==> config.mk <==
export PLATFORM = sky130hd
export DESIGN_NAME = fifo_wr_arbiter
export DESIGN_NICKNAME = d
export VERILOG_FILES = /design/src/rtl/fifo_wr_arbiter.sv
export SDC_FILE = /design/constraint.sdc
export NUM_CORES = 1
export LEC_CHECK = 0
export ABC_AREA = 0
export BUFFER_PORTS_ARGS = -buffer_cell sky130_fd_sc_hd__buf_2
export CAP_MARGIN = 5
export CELL_PAD_IN_SITES_DETAIL_PLACEMENT = 1
export CELL_PAD_IN_SITES_GLOBAL_PLACEMENT = 1
export CORE_MARGIN = 2
export CORE_UTILIZATION = 22
export DETAILED_ROUTE_END_ITERATION = 10
export GPL_ROUTABILITY_DRIVEN = 0
export MAX_ROUTING_LAYER = met4
export PLACE_DENSITY_LB_ADDON = 0.15
export SYNTH_ARGS = -nofsm -noshare
export SYNTH_HDL_FRONTEND = slang
export SYNTH_SLANG_ARGS = --single-unit
==> constraint.sdc <==
create_clock -name clk_i -period 1.7 [get_ports clk_i]
set_clock_uncertainty 0.05 [all_clocks]
set_input_delay 0.255 -clock clk_i [delete_from_list [all_inputs] [get_ports clk_i]]
set_output_delay 0.255 -clock clk_i [all_outputs]
set_load 0.01 [all_outputs]
==> src/rtl/fifo_wr_arbiter.sv <==
// ----------------------------------------------------------------------------
// fifo_wr_arbiter
//   This block lets NUM_REQ valid/ready requesters share one fifo write port.
//   It uses round-robin arbitration. Each grant is a burst of up to MAX_BURST
//   words, and then priority rotates to the next requester. Every IDLE->GRANT
//   hop costs one arbitration bubble.
//
//   The transfer handshake (fifo_wrreq_o, req_ready_o, fifo_data_o) is
//   combinational from the registered owner and the live valid/full inputs.
//   Because of this, a full fifo stalls the burst with zero latency. An
//   asserted arst_i drops everything at once.
//
//   Optional feature: define FIFO_ARB_WATERMARK_EN so that no new burst is
//   granted while fifo_almost_full_i is high. A burst that is already running
//   is still gated only by fifo_full_i. Without the macro, fifo_almost_full_i
//   is ignored.
// ----------------------------------------------------------------------------
module fifo_wr_arbiter #(
  parameter int DWIDTH    = 32,
  parameter int NUM_REQ   = 4,
  parameter int MAX_BURST = 8
) (
  input  logic                      clk_i,
  input  logic                      arst_i,
  input  logic [NUM_REQ*DWIDTH-1:0] req_data_i,
  input  logic [NUM_REQ-1:0]        req_valid_i,
  output logic [NUM_REQ-1:0]        req_ready_o,
  output logic [DWIDTH-1:0]         fifo_data_o,
  output logic                      fifo_wrreq_o,
  input  logic                      fifo_full_i,
  input  logic                      fifo_almost_full_i,
  output logic [NUM_REQ-1:0]        grant_o,
  output logic                      busy_o
);

  localparam int PW = $clog2(NUM_REQ);
  localparam int CW = $clog2(MAX_BURST + 1);

  typedef enum logic [0:0] {
    ST_IDLE  = 1'b0,
    ST_GRANT = 1'b1
  } state_t;

  // Registered arbitration state
  state_t              state_q;
  logic [NUM_REQ-1:0]  grant_q;
  logic                busy_q;
  logic [PW-1:0]       own_q;
  logic [PW-1:0]       rr_ptr_q;
  logic [CW-1:0]       beat_cnt_q;

  // Combinational helpers
  logic [PW-1:0]       rr_ptr_d;
  logic [PW-1:0]       pick_idx_s;
  logic                pick_found_s;
  logic                start_s;
  logic                own_valid_s;
  logic                xfer_s;
  logic                burst_last_s;
  logic [DWIDTH-1:0]   req_word_s [NUM_REQ];

  // One-hot encoding of a requester index
  function automatic logic [NUM_REQ-1:0] onehot(input logic [PW-1:0] idx);
    logic [NUM_REQ-1:0] ret;
    ret      = '0;
    ret[idx] = 1'b1;
    return ret;
  endfunction

  // Split the flat data bus into one word per requester
  for (genvar g = 0; g < NUM_REQ; g++) begin : g_words
    assign req_word_s[g] = req_data_i[g*DWIDTH +: DWIDTH];
  end

  // Pick the first valid requester at or above rr_ptr, wrapping around.
  // The scan runs downward, so the candidate nearest rr_ptr is written last
  // and therefore wins.
  always_comb begin
    int cand;
    cand         = 0;
    pick_found_s = 1'b0;
    pick_idx_s   = '0;
    for (int i = NUM_REQ - 1; i >= 0; i--) begin
      cand = int'(rr_ptr_q) + i;
      if (cand >= NUM_REQ) begin
        cand = cand - NUM_REQ;
      end else begin
        cand = cand;
      end
      if (req_valid_i[cand]) begin
        pick_found_s = 1'b1;
        pick_idx_s   = PW'(cand);
      end else begin
        pick_found_s = pick_found_s;
        pick_idx_s   = pick_idx_s;
      end
    end
  end

  // The next round-robin start point is the requester after the current owner
  always_comb begin
    if (own_q == PW'(NUM_REQ - 1)) begin
      rr_ptr_d = '0;
    end else begin
      rr_ptr_d = own_q + PW'(1);
    end
  end

`ifdef FIFO_ARB_WATERMARK_EN
  assign start_s = pick_found_s & ~fifo_almost_full_i;
`else
  logic unused_almost_full_s;
  assign unused_almost_full_s = fifo_almost_full_i;
  assign start_s = pick_found_s;
`endif

  // A word moves only while granted, the owner has data, and the fifo has room
  assign own_valid_s  = req_valid_i[own_q];
  assign xfer_s       = (state_q == ST_GRANT) & own_valid_s & ~fifo_full_i;
  assign burst_last_s = (beat_cnt_q == CW'(MAX_BURST - 1));

  assign fifo_wrreq_o = xfer_s;
  assign req_ready_o  = xfer_s ? grant_q : '0;
  assign grant_o      = grant_q;
  assign busy_o       = busy_q;

  // Drive the owner's word onto the fifo bus while granted, and zeros otherwise
  always_comb begin
    if (state_q == ST_GRANT) begin
      fifo_data_o = req_word_s[own_q];
    end else begin
      fifo_data_o = '0;
    end
  end

  // Arbitration FSM: grant on IDLE, count beats and release on GRANT
  always_ff @(posedge clk_i or posedge arst_i) begin
    if (arst_i) begin
      state_q    <= ST_IDLE;
      grant_q    <= '0;
      busy_q     <= 1'b0;
      own_q      <= '0;
      rr_ptr_q   <= '0;
      beat_cnt_q <= '0;
    end else begin
      case (state_q)
        ST_IDLE: begin
          if (start_s) begin
            state_q    <= ST_GRANT;
            own_q      <= pick_idx_s;
            grant_q    <= onehot(pick_idx_s);
            busy_q     <= 1'b1;
            beat_cnt_q <= '0;
          end else begin
            state_q <= ST_IDLE;
          end
        end
        ST_GRANT: begin
          if (!own_valid_s) begin
            // Owner went away: close the burst without moving a word.
            // This check is ahead of the full check, so a valid drop wins.
            state_q  <= ST_IDLE;
            grant_q  <= '0;
            busy_q   <= 1'b0;
            rr_ptr_q <= rr_ptr_d;
          end else if (xfer_s) begin
            beat_cnt_q <= beat_cnt_q + CW'(1);
            if (burst_last_s) begin
              state_q  <= ST_IDLE;
              grant_q  <= '0;
              busy_q   <= 1'b0;
              rr_ptr_q <= rr_ptr_d;
            end else begin
              state_q <= ST_GRANT;
            end
          end else begin
            // The fifo is full: hold the grant and the beat count
            state_q <= ST_GRANT;
          end
        end
        default: begin
          state_q    <= ST_IDLE;
          grant_q    <= '0;
          busy_q     <= 1'b0;
          beat_cnt_q <= '0;
        end
      endcase
    end
  end

endmodule

=== Word-level counts from Yosys, hierarchy flattened ===
Cells that the tools add are included.

* Add/subtract/negate cells: 9
* Magnitude comparators: 12
* Equal/unequal tests: 9
* Muxes and demuxes: 56
* Bitwise logic cells: 5
* Reduce and logical (&&, ||, !) cells: 5

{| class="wikitable"
|+ Operators by type and width
! operator !! count
|-
| $mux 32 || 7
|-
| $lt 32x4->1 const B || 4
|-
| $bmux 32 s2 || 1
|-
| $mux 4 || 8
|-
| $mux 1 || 22
|-
| $mux 2 || 8
|-
| $pmux 4 s2 || 2
|-
| $ge 3x3->1 const B || 4
|-
| $sub 3x3->4 const B || 3
|-
| $bmux 1 s2 || 5
|-
| $reduce_and 3->1 || 3
|-
| $ne 2x1->1 const B || 4
|-
| $add 2x2->3 const B || 2
|-
| $lt 2x3->1 const B || 2
|-
| $ne 3x2->1 const B || 2
|-
| $add 4x1->4 const B || 1
|-
| $eq 4x3->1 const B || 1
|-
| $pmux 1 s2 || 2
|-
| $sub 2x3->4 const B || 1
|-
| $add 2x1->3 const B || 1
|-
| $ge 2x3->1 const B || 1
|-
| $not 2->3 || 1
|-
| $add 2x1->2 const B || 1
|-
| $and 1x1->1 || 2
|-
| 7 further kinds || 8
|}

* Register bits after elaboration: 14
* Input bits: 136
* Output and inout port bits: 42
* Word-level logic and storage cells: 102

=== Depth between registers and ports, before layout ===
Gate-level depths: netlist (run 1).

* Word-level depth: 16
* Gate-level depth with buffers: 5
* Mapped depth without buffers: 5

=== Worst setup path after synthesis (run 1) ===
OpenSTA, ideal clock, no wires.

* Path type: flip-flop to output port
* Start: register own_q[0]
* End: output port fifo_data_o[11]
* Arrival: 1.482 ns
* Data required time: 1.395 ns
* Path slack: -0.087 ns
* Cell stages (with the launch flop): 5
* Cells stage by stage: dfrtp_1 buf_6 buf_2 mux4_2 and2_1

* Longest elaborated chain between the ends: 5

{| class="wikitable"
|+ Ends and longest elaborated chain
! item !! line !! source
|-
| start: declaration || 48 || <nowiki>logic [PW-1:0] own_q;</nowiki>
|-
| start signal: assignment || 150 || <nowiki>own_q <= pick_idx_s;</nowiki>
|-
| $not 2->3 (not written as such) || 130 || <nowiki>fifo_data_o = req_word_s[own_q];</nowiki>
|-
| $bmux 32 s2 || 130 ||
|-
| $mux 32 (not written as such) (2 in series) || 130 ||
|-
| $mux 32 || 129 || <nowiki>if (state_q == ST_GRANT) begin</nowiki>
|-
| end: declaration || 28 || <nowiki>output logic [DWIDTH-1:0] fifo_data_o,</nowiki>
|}

No other way between the ends. The select of a mux whose other input is x is not followed.

=== Final worst setup path (run 1) ===
* Start: register own_q[0]
* End: output port req_ready_o[2]

* Longest elaborated chain between the ends: 5

{| class="wikitable"
|+ Ends and longest elaborated chain
! item !! line !! source
|-
| $bmux 1 s2 || 118 || <nowiki>assign own_valid_s = req_valid_i[own_q];</nowiki>
|-
| $mux 1 (not written as such) || 118 ||
|-
| $and 1x1->1 (2 in series) || 119 || <nowiki>assign xfer_s = (state_q == ST_GRANT) & own_valid_s & ~fifo_full_i;</nowiki>
|-
| $mux 4 || 123 || <nowiki>assign req_ready_o = xfer_s ? grant_q : '0;</nowiki>
|-
| end: declaration || 27 || <nowiki>output logic [NUM_REQ-1:0] req_ready_o,</nowiki>
|}

No other way between the ends. The select of a mux whose other input is x is not followed.

==> impl_metrics.csv, run 1 <==
group,metric,value,unit
drt,routedWlPerCell,16.6,µm
clocking,cts_max_level,1,
sta,relSlewSlack,0.613,
sta,worst_pin_slew,580,ps
drt,drt-pass1-iter-count,4,
clocking,path_clk_slew,60,ps
final_layout,regArea,352,µm²
clocking,cts_root_buf,"clkbuf_8",
floorplanning,ios,178,
synthesis,syn_nets,283,
setup_path,end_kind,"output pin",
floorplanning,core_area,7650,µm²
floorplanning,row_count,32,
status,violations,"setup timing",
pwr,ir_drop,0.657,mV
synthesis,ys_types,33,
final_layout,fill_cells,903,
synthesis,syn_inst,145,
floorplanning,start_util,0.224,
clocking,cts_max_path_buffers,2,
drt,vias,2038,
global_routing,grt_max_degree,33,
global_routing,antenna_found_initial,0,
synthesis,syn_area,1720,µm²
drt,antenna_left,0,
clocking,cts_tree,"yes",
pwr,power.static_leakage,1.57,nW
setup_path,required,1390,ps
synthesis,ys_ff_latch,14,
placement,dp.cells,425,
final_layout,area_delta_synth_final,82.0,%
setup_path,r2r_cells,7,
synthesis,synth_top_area_cell,"mux4_2",
status,run_status,"finished, violations left",
final_layout,fin_nets,471,
final_layout,final_layout_size_suffix_gt1_frac,0.786,
synthesis,ys_warn_count,0,
sta,rsz0062_at_grt,"true",
sta,hold_viol_final,0,
global_routing,track_usage,0.164,
clocking,cts-buffers-inserted,3,
synthesis,ys_top_cells_by_count,"and2_1, mux4_2, dfrtp_1",
final_layout,multi_input_area,1390,µm²
synthesis,synthTopCellsByArea,"mux4_2, dfrtp_1, and2_1, nand2_1, clkbuf_1",
setup_path,cp_max_fo,6,
floorplanning,die_area,8530,µm²
synthesis,synth.most_common_cell,"and2_1",
global_routing,grt_pass1_wl,10900,µm
drt,first_iter_violations,44,
final_layout,utilization,0.409,
placement,place_ws,-96.6,ps
clocking,cts_hold_buffers,0,
global_routing,grt_pass1_vias,2032,
sta,final_max_slew_viol_count,0,
placement,dpl.hpwl,5880,µm
floorplanning,die_w,92.3,µm
synthesis,synthFlopType,"dfrtp_1",
setup_path,crit_path_start_kind,"flip-flop",
pwr,total_power,0.00459,W
synthesis,ys_async_sr_fraction,1.00,
synthesis,synth_edf_count,0,
synthesis,synth_top_area_frac,0.433,
final_layout,instances_no_fill,434,
placement,port_buffers,176,
synthesis,post_synth.cell_area_avg,11.8,µm²
drt,drt_wl_total,7190,µm
job,maxCapViolCount,0,
sta,setup_viol,48,
clocking,cts_sinks,14,
sta,final.setup.worst_slack,-333,ps
clocking,clk_latency,240,ps
pwr,p_per_area,1470,nW/µm²
final_layout,antenna_cells,0,
global_routing,grt-ovfl-total,0,
sta,hold_slack,13.6,ps
min_path,hp-class,"in2async",
drt,drc,0,
drt,vias_per_cell,4.70,
setup_path,arrival,1730,ps
sta,max_freq,0.492,GHz
floorplanning,die_y,92.3,µm
setup_path,path_class,"reg2out",
sta,fin_crit_sh,1.20,
sta,fin_crit,2030,ps
synthesis,yosysSeqAreaShare,0.204,
timing repair:
item                                    CTS  global route
resized for setup                        13            33
pin swaps                                 5             3
endpoints found under the setup margin   46            48
hold endpoints to repair                  0             0
buffers inserted                          3             2
cloned                                    0             1
worst paths after layout:
path / start / to / slack [ps]
min in group clk_i: beat_cnt_q[3] / beat_cnt_q[3] / 440
worst min-delay path: arst_i / own_q[1] / 10
worst min register to register: beat_cnt_q[3] / beat_cnt_q[3] / 440
worst max register to register: own_q[0] / rr_ptr_q[1] / -270
worst max-delay path: own_q[0] / req_ready_o[2] / -330
max in group asynchronous: arst_i / own_q[0] / 1170
power by group:
group / internal (W) / leakage (nW) / total [W] / switching [W]
Sequential: 0.000466 / 0.178 / 0.000601 / 0.000135
Clock: 0.000205 / 0.0288 / 0.000323 / 0.000119
Combinational: 0.00215 / 1.36 / 0.00367 / 0.00152
routing by layer:
layer,wire length [µm],global-route usage,up-vias
met5,0,-,-
met4,0,0.0112,0
met3,471,0.0260,0
met2,3820,0.302,90
met1,2900,0.198,1008
li1,-,-,940
worst max-delay path, stage by stage (launching register included):
cell	delay, ps
dfrtp_2	470
mux4_2	540
nor3b_4	190
and2_4	170
buf_6	110
flip-flops by register name, indices dropped and copies added, names as in the netlist:
register	flops
state_q	1
rr_ptr_q	2
grant_o	4
beat_cnt_q	4
busy_o	1
own_q	2
through the flow:
stage | setup TNS [ps] | area (µm²)
floorplan | -2490 | 1730
global placement | -3170 | 2810
detailed placement | -3250 | 2810
CTS | -13580 | 2950
global route | -17420 | 3120
finish | -13240 | 3120
kinds of logic (layout without fill, tap and decap cells):
logic type      Yosys count  in the layout  share of synthesized area
mux                      37             37                      0.458
buf+inv                  15            202                     0.0401
xor+xnor                  1              1                    0.00510
compound gates           13             13                     0.0612
flops                    14             14                      0.204
simple gates             63             63                      0.217
fa+ha+maj                 2              2                     0.0146
final cells by class:
type,count,share of cell area
Sequential cell,14,0.113
Inverter,2,0.00240
Clock buffer,4,0.0176
Timing Repair Buffer,196,0.380
Multi-Input combinational cell,116,0.446
Tap cell,102,0.0408
cell usage in the layout (no fill, tap or decap), types with 2 or more instances in the layout:
cell,Yosys,final
buf_2,4,160
mux4_2,33,33
buf_6,1,20
and2_1,36,19
and2_4,0,17
dfrtp_1,14,13
buf_4,0,13
nand2_1,11,7
nand2_4,0,4
nor2b_1,4,4
nor2_1,4,4
clkbuf_8,0,4
inv_1,2,2
o2bb2ai_1,2,2
mux2i_1,2,2
o21ai_0,2,2
a32o_1,2,2
ha_1,2,2
buf_12,0,2
Power figures use the tool's default switching activity.
==> run 2, diff against run 1 <==
- BUFFER_PORTS_ARGS: -buffer_cell sky130_fd_sc_hd__buf_2 -> not set
- CORE_UTILIZATION: 22 -> 39
- DONT_BUFFER_PORTS: not set -> 1
- GPL_TIMING_DRIVEN: not set -> 0
==> run 2 against run 1 <==
Net effect: the flow still finishes with violations (setup timing); critical endpoint is now req_ready_o[3]; clock power hardly changed; sequential cell count unchanged; largest power group unchanged; combinational power shrank 25%; cell count fell by 49%; routed wire length shrank 17%; non-clock buffer count is 174 lower; first-iteration DRC count decreased by 34%.
==> impl_metrics.csv, run 2 (synthesized netlist as in run 1, its figures left out) <==
group,metric,value,unit
status,run_status,"finished, violations left",
status,violations,"setup timing",
global_routing,grt-ovfl-total,0,
floorplanning,ios,178,
clocking,cts-buffers-inserted,3,
final_layout,final_cell_mix,"mux4_2, and2_1, and2_4, dfrtp_1, nand2_1",
sta,fin_crit_sh,1.18,
global_routing,antenna_found_initial,9,
placement,port_buffers,0,
drt,antenna_left,0,
setup_path,crit_path_start_kind,"flip-flop",
setup_path,worstSetupStartpoint,"own_q[0]",
setup_path,crit_path_max_incr_delay,390,ps
sta,setup_viol,48,
setup_path,r2r_start,"own_q[0]",
drt,drt_wl_total,5990,µm
floorplanning,die_w,70.3,µm
setup_path,arrival,1700,ps
global_routing,grt_pass1_vias,1494,
floorplanning,die_y,70.3,µm
sta,rsz0062_at_grt,"true",
global_routing,track_usage,0.236,
drt,vias_per_cell,6.36,
pwr,total_power,0.00370,W
pwr,power.static_leakage,0.781,nW
clocking,cts_max_path_buffers,2,
setup_path,cp_max_fo,5,
clocking,cts_tree,"yes",
floorplanning,core_area,4290,µm²
sta,final_max_slew_viol_count,0,
drt,first_iter_violations,29,
global_routing,grt_pass1_wl,8620,µm
sta,fin_crit,2010,ps
clocking,clk_latency,240,ps
floorplanning,row_count,24,
sta,worst_pin_slew,555,ps
final_layout,fin_nets,298,
floorplanning,start_util,0.400,
final_layout,mostFrequentLayoutCell,"mux4_2",
sta,max_freq,0.498,GHz
setup_path,required,1390,ps
sta,hold_viol_final,0,
min_path,hp-class,"in2reg",
sta,tns,-10810,ps
floorplanning,die_area,4950,µm²
global_routing,grt_max_degree,15,
setup_path,crit_slowest_cell,"dfrtp_1",
setup_path,path_delay_family,"simple AND/OR/NAND/NOR gates",
sta,relSlewSlack,0.629,
placement,dpl.hpwl,5170,µm
drt,drc,0,
setup_path,path_cells,"buf_6, mux4_2, nor3b_4, and2_4",
setup_path,cp.buffers_inverters,1,
final_layout,area_delta_synth_final,19.8,%
drt,routedWlPerCell,27.2,µm
pwr,ir_drop,0.751,mV
clocking,cts_root_buf,"clkbuf_8",
pwr,p_per_area,1800,nW/µm²
job,maxCapViolCount,0,
setup_path,path_class,"reg2out",
drt,vias,1399,
clocking,cts_max_level,1,
clocking,cts_sinks,14,
final_layout,final_layout_size_suffix_gt1_frac,0.465,
clocking,path_clk_slew,60,ps
setup_path,end_kind,"output pin",
drt,drt-pass1-iter-count,4,
sta,final.setup.worst_slack,-307,ps
min_path,min_from,"fifo_full_i",
-- run 2: cell types whose count changed in the layout (fill, tap and decap cells not counted), moves of 4 or more --
cell,before,now
buf_4,13,8
buf_2,160,1
buf_6,20,4
clkbuf_1,0,4
diode_2,0,9
nand2_4,4,0
-- run 2: routing by layer --
layer	share of wire	GRT usage
met3	0.16	0.162
met4	0.0050	0.0342
met2	0.51	0.374
met1	0.33	0.251
met5	0	-
-- run 2: final cells by class --
cell class / instances / area (µm²)
multi-input cells: 117 / 1350
repair buffers: 10 / 111
fillers: 479 / 2240
well taps: 52 / 65.1
clock buffers: 4 / 55.1
diodes: 9 / 22.5
plain buffers: 12 / 96.3
inverters: 2 / 7.51
flip-flops and latches: 14 / 350
-- run 2: power by group --
group | switching [W] | internal [W]
logic | 0.00123 | 0.00152
clock network | 0.000118 | 0.000205
registers | 0.000165 | 0.000464
-- run 2: repair_timing --
item | CTS | global route
endpoints found under the setup margin | 45 | 48
gates resized for setup | 13 | 16
hold endpoints to repair | 14 | 0
gates cloned | 1 | 1
pin swaps | 6 | 4
hold buffers | 1 | 0
setup buffers | 4 | 4
-- run 2: worst paths after layout --
kind	endpoint	slack (ps)	cells past startpoint
min reg2reg	beat_cnt_q[3]	440	1
max	req_ready_o[3]	-310	4
min	beat_cnt_q[2]	210	3
max in group asynchronous	own_q[1]	780	2
max reg2reg	rr_ptr_q[0]	-230	7
min in group asynchronous	grant_o[1]	450	2
-- run 2: worst register-to-register path, stage by stage (launching register included) --
cell and delay, ps:
dfrtp_1 360, buf_6 140, mux4_2 520, buf_4 150
buf_4 130, nand2_1 50, nand2_1 110, mux2_2 300
-- run 2: through the flow --
step,instance area [µm²],utilization,cells,setup WS [ps],hold slack [ps]
final,2060,0.479,220,-307,208
after global routing,2060,0.479,220,-369,231
after CTS,1930,0.449,206,-322,201
after detailed placement,1790,0.417,197,-255,180
after global placement,1790,0.417,197,-214,156
after floorplan,1730,-,145,-86.7,94.2
==> run 3, diff against run 2 <==
- CORE_AREA: not set -> 2 2 69 71
- CORE_MARGIN: 2 -> not set
- CORE_UTILIZATION: 39 -> not set
- DIE_AREA: not set -> 0 0 71 73
- SETUP_SLACK_MARGIN: not set -> 0.3
- clock period: 1.7 -> 2.5 ns (I/O delays scaled with it)
==> run 3 against run 2 <==
Net effect: the run now ends clean; first-iteration DRC count increased by 10%; cell area is 7.7% lower; sequential share of layout area increased by 1.4 points; setup slack gained 660 ps; power shrank 39%; hold slack got worse by 190 ps; non-clock buffer count fell by 5; largest cell class unchanged.
==> impl_metrics.csv, run 3 (synthesized netlist as in run 1, its figures left out) <==
group,metric,value,unit
sta,final_max_slew_viol_count,0,
drt,antenna_left,0,
pwr,p_sw,0.000987,W
setup_path,end_kind,"output pin",
final_layout,fill_cells,482,
drt,routedWlPerCell,26.3,µm
drt,vias,1373,
placement,place_area,1780,µm²
clocking,clk_latency,240,ps
global_routing,track_usage,0.195,
floorplanning,row_count,25,
sta,rsz0062_at_grt,"true",
final_layout,regArea,350,µm²
clocking,cts_sinks,14,
setup_path,path_class,"reg2out",
pwr,clockPowerShare,0.096,
final_layout,final_cell_mix,"and2_1, mux4_2, dfrtp_1",
final_layout,antenna_cells,0,
sta,fin_crit,2150,ps
sta,setup_viol,0,
final_layout,mostFrequentLayoutCell,"and2_1",
final_layout,fin_nets,293,
clocking,cts_hold_buffers,0,
final_layout,stdcell_area,1900,µm²
floorplanning,start_util,0.378,
setup_path,cp_max_fo,8,
sta,tns,0,ps
setup_path,r2r_end,"rr_ptr_q[1]",
floorplanning,die_y,73,µm
clocking,cts_root_buf,"clkbuf_8",
global_routing,grt_max_degree,15,
setup_path,r2r_start,"beat_cnt_q[0]",
sta,fin_crit_sh,0.860,
pwr,intPower,0.00128,W
floorplanning,ios,178,
setup_path,worstSetupStartpoint,"own_q[0]",
clocking,cts-buffers-inserted,3,
pwr,swShare,0.435,
job,maxCapViolCount,0,
final_layout,area_delta_synth_final,10.5,%
global_routing,grt_pass1_vias,1380,
floorplanning,die_area,5180,µm²
final_layout,multi_input_area,1310,µm²
clocking,path_clk_slew,60,ps
setup_path,crit_path_start_kind,"flip-flop",
min_path,hp-class,"in2async",
status,run_status,"completed",
placement,dpl.hpwl,4720,µm
pwr,power.static_leakage,0.713,nW
setup_path,required,2080,ps
global_routing,antenna_found_initial,0,
floorplanning,die_w,71,µm
sta,worst_pin_slew,550,ps
floorplanning,core_area,4540,µm²
final_layout,final_layout_size_suffix_gt1_frac,0.364,
sta,relSlewSlack,0.633,
setup_path,r2r_slack,740,ps
pwr,power.share.sequential,0.177,
global_routing,grt-ovfl-total,0,
pwr,p_per_area,1200,nW/µm²
drt,drt-pass1-iter-count,6,
clocking,cts_max_path_buffers,2,
drt,drt_wl_total,5480,µm
sta,max_freq,0.465,GHz
global_routing,grt_pass1_wl,7630,µm
setup_path,r2r_cells,5,
pwr,pwr-share-comb,0.727,
setup_path,cp-endpoint,"req_ready_o[0]",
setup_path,arrival,1720,ps
drt,first_iter_violations,32,
pwr,ir_drop,0.397,mV
clocking,cts_max_level,1,
drt,drc,0,
clocking,cts_tree,"yes",
drt,vias_per_cell,6.60,
placement,port_buffers,0,
sta,hold_viol_final,0,
==> run 3: cell types whose count changed in the layout (fill, tap and decap cells not counted), moves of 2 or more <==
cell / before / now
clkbuf_2: 0 / 3
and2_4: 14 / 1
and2_1: 22 / 35
buf_6: 4 / 1
diode_2: 9 / 0
buf_12: 2 / 0
==> run 3: how the worst min path moves through the flow <==
stage	from	to	slack [ps]	cells after the start
floorplan	arst_i	beat_cnt_q[0]	210	1
global placement	arst_i	grant_o[3]	270	1
detailed placement	arst_i	beat_cnt_q[0]	300	1
CTS	arst_i	grant_o[3]	30	1
global route	arst_i	own_q[0]	50	1
finish	arst_i	grant_o[3]	20	1
==> run 3: what timing repair did <==
action | CTS | global route
gates resized for setup | 7 | 1
buffers inserted | 0 | 4
pin swaps | 1 | 1
setup endpoints to repair | 33 | 32
gates cloned | 1 | 0
==> run 3: power by group through the flow <==
stage / combinational [W] / clock (W) / sequential [W]
3_5_place_dp: 0.00160 / 0 / 0.000406
4_1_cts: 0.00164 / 0.000223 / 0.000404
2_1_floorplan: 0.00136 / 0 / 0.000385
5_1_grt: 0.00181 / 0.000235 / 0.000414
6_report: 0.00165 / 0.000217 / 0.000402
3_3_place_gp: 0.00157 / 0 / 0.000400
==> run 3: routing by layer <==
metal  vias to the layer above  wire length (µm)  global-route usage
met4                         0                55              0.0482
met2                        79              2990               0.329
met3                         6               391              0.0359
met1                       702              2040               0.245
met5                         -                 0                   -
li1                        586                 -                   -
==> run 3: critical path, stage by stage, from the launching register on <==
cell	delay [ps]
dfrtp_1	380
buf_6	140
mux4_2	370
nor3b_4	340
and2_1	240
==> run 3: layout make-up <==
class	count	share of cell area
plain buffers	13	0.0389
clock buffers	4	0.0290
inverters	2	0.00396
multi-input cells	117	0.692
flip-flops and latches	14	0.185
well taps	54	0.0356
repair buffers	4	0.0158
==> run 3: per-stage QoR <==
stage | std cells | hold slack (ps) | utilization | power, W | worst slack, ps
6_report | 208 | 15.4 | 0.418 | 0.00227 | 350
5_1_grt | 208 | 47.0 | 0.418 | 0.00246 | 283
4_1_cts | 204 | 32.7 | 0.411 | 0.00227 | 310
3_5_place_dp | 199 | 298 | 0.393 | 0.00201 | 446
3_3_place_gp | 199 | 272 | 0.393 | 0.00197 | 474
2_1_floorplan | 145 | 214 | - | 0.00175 | 593
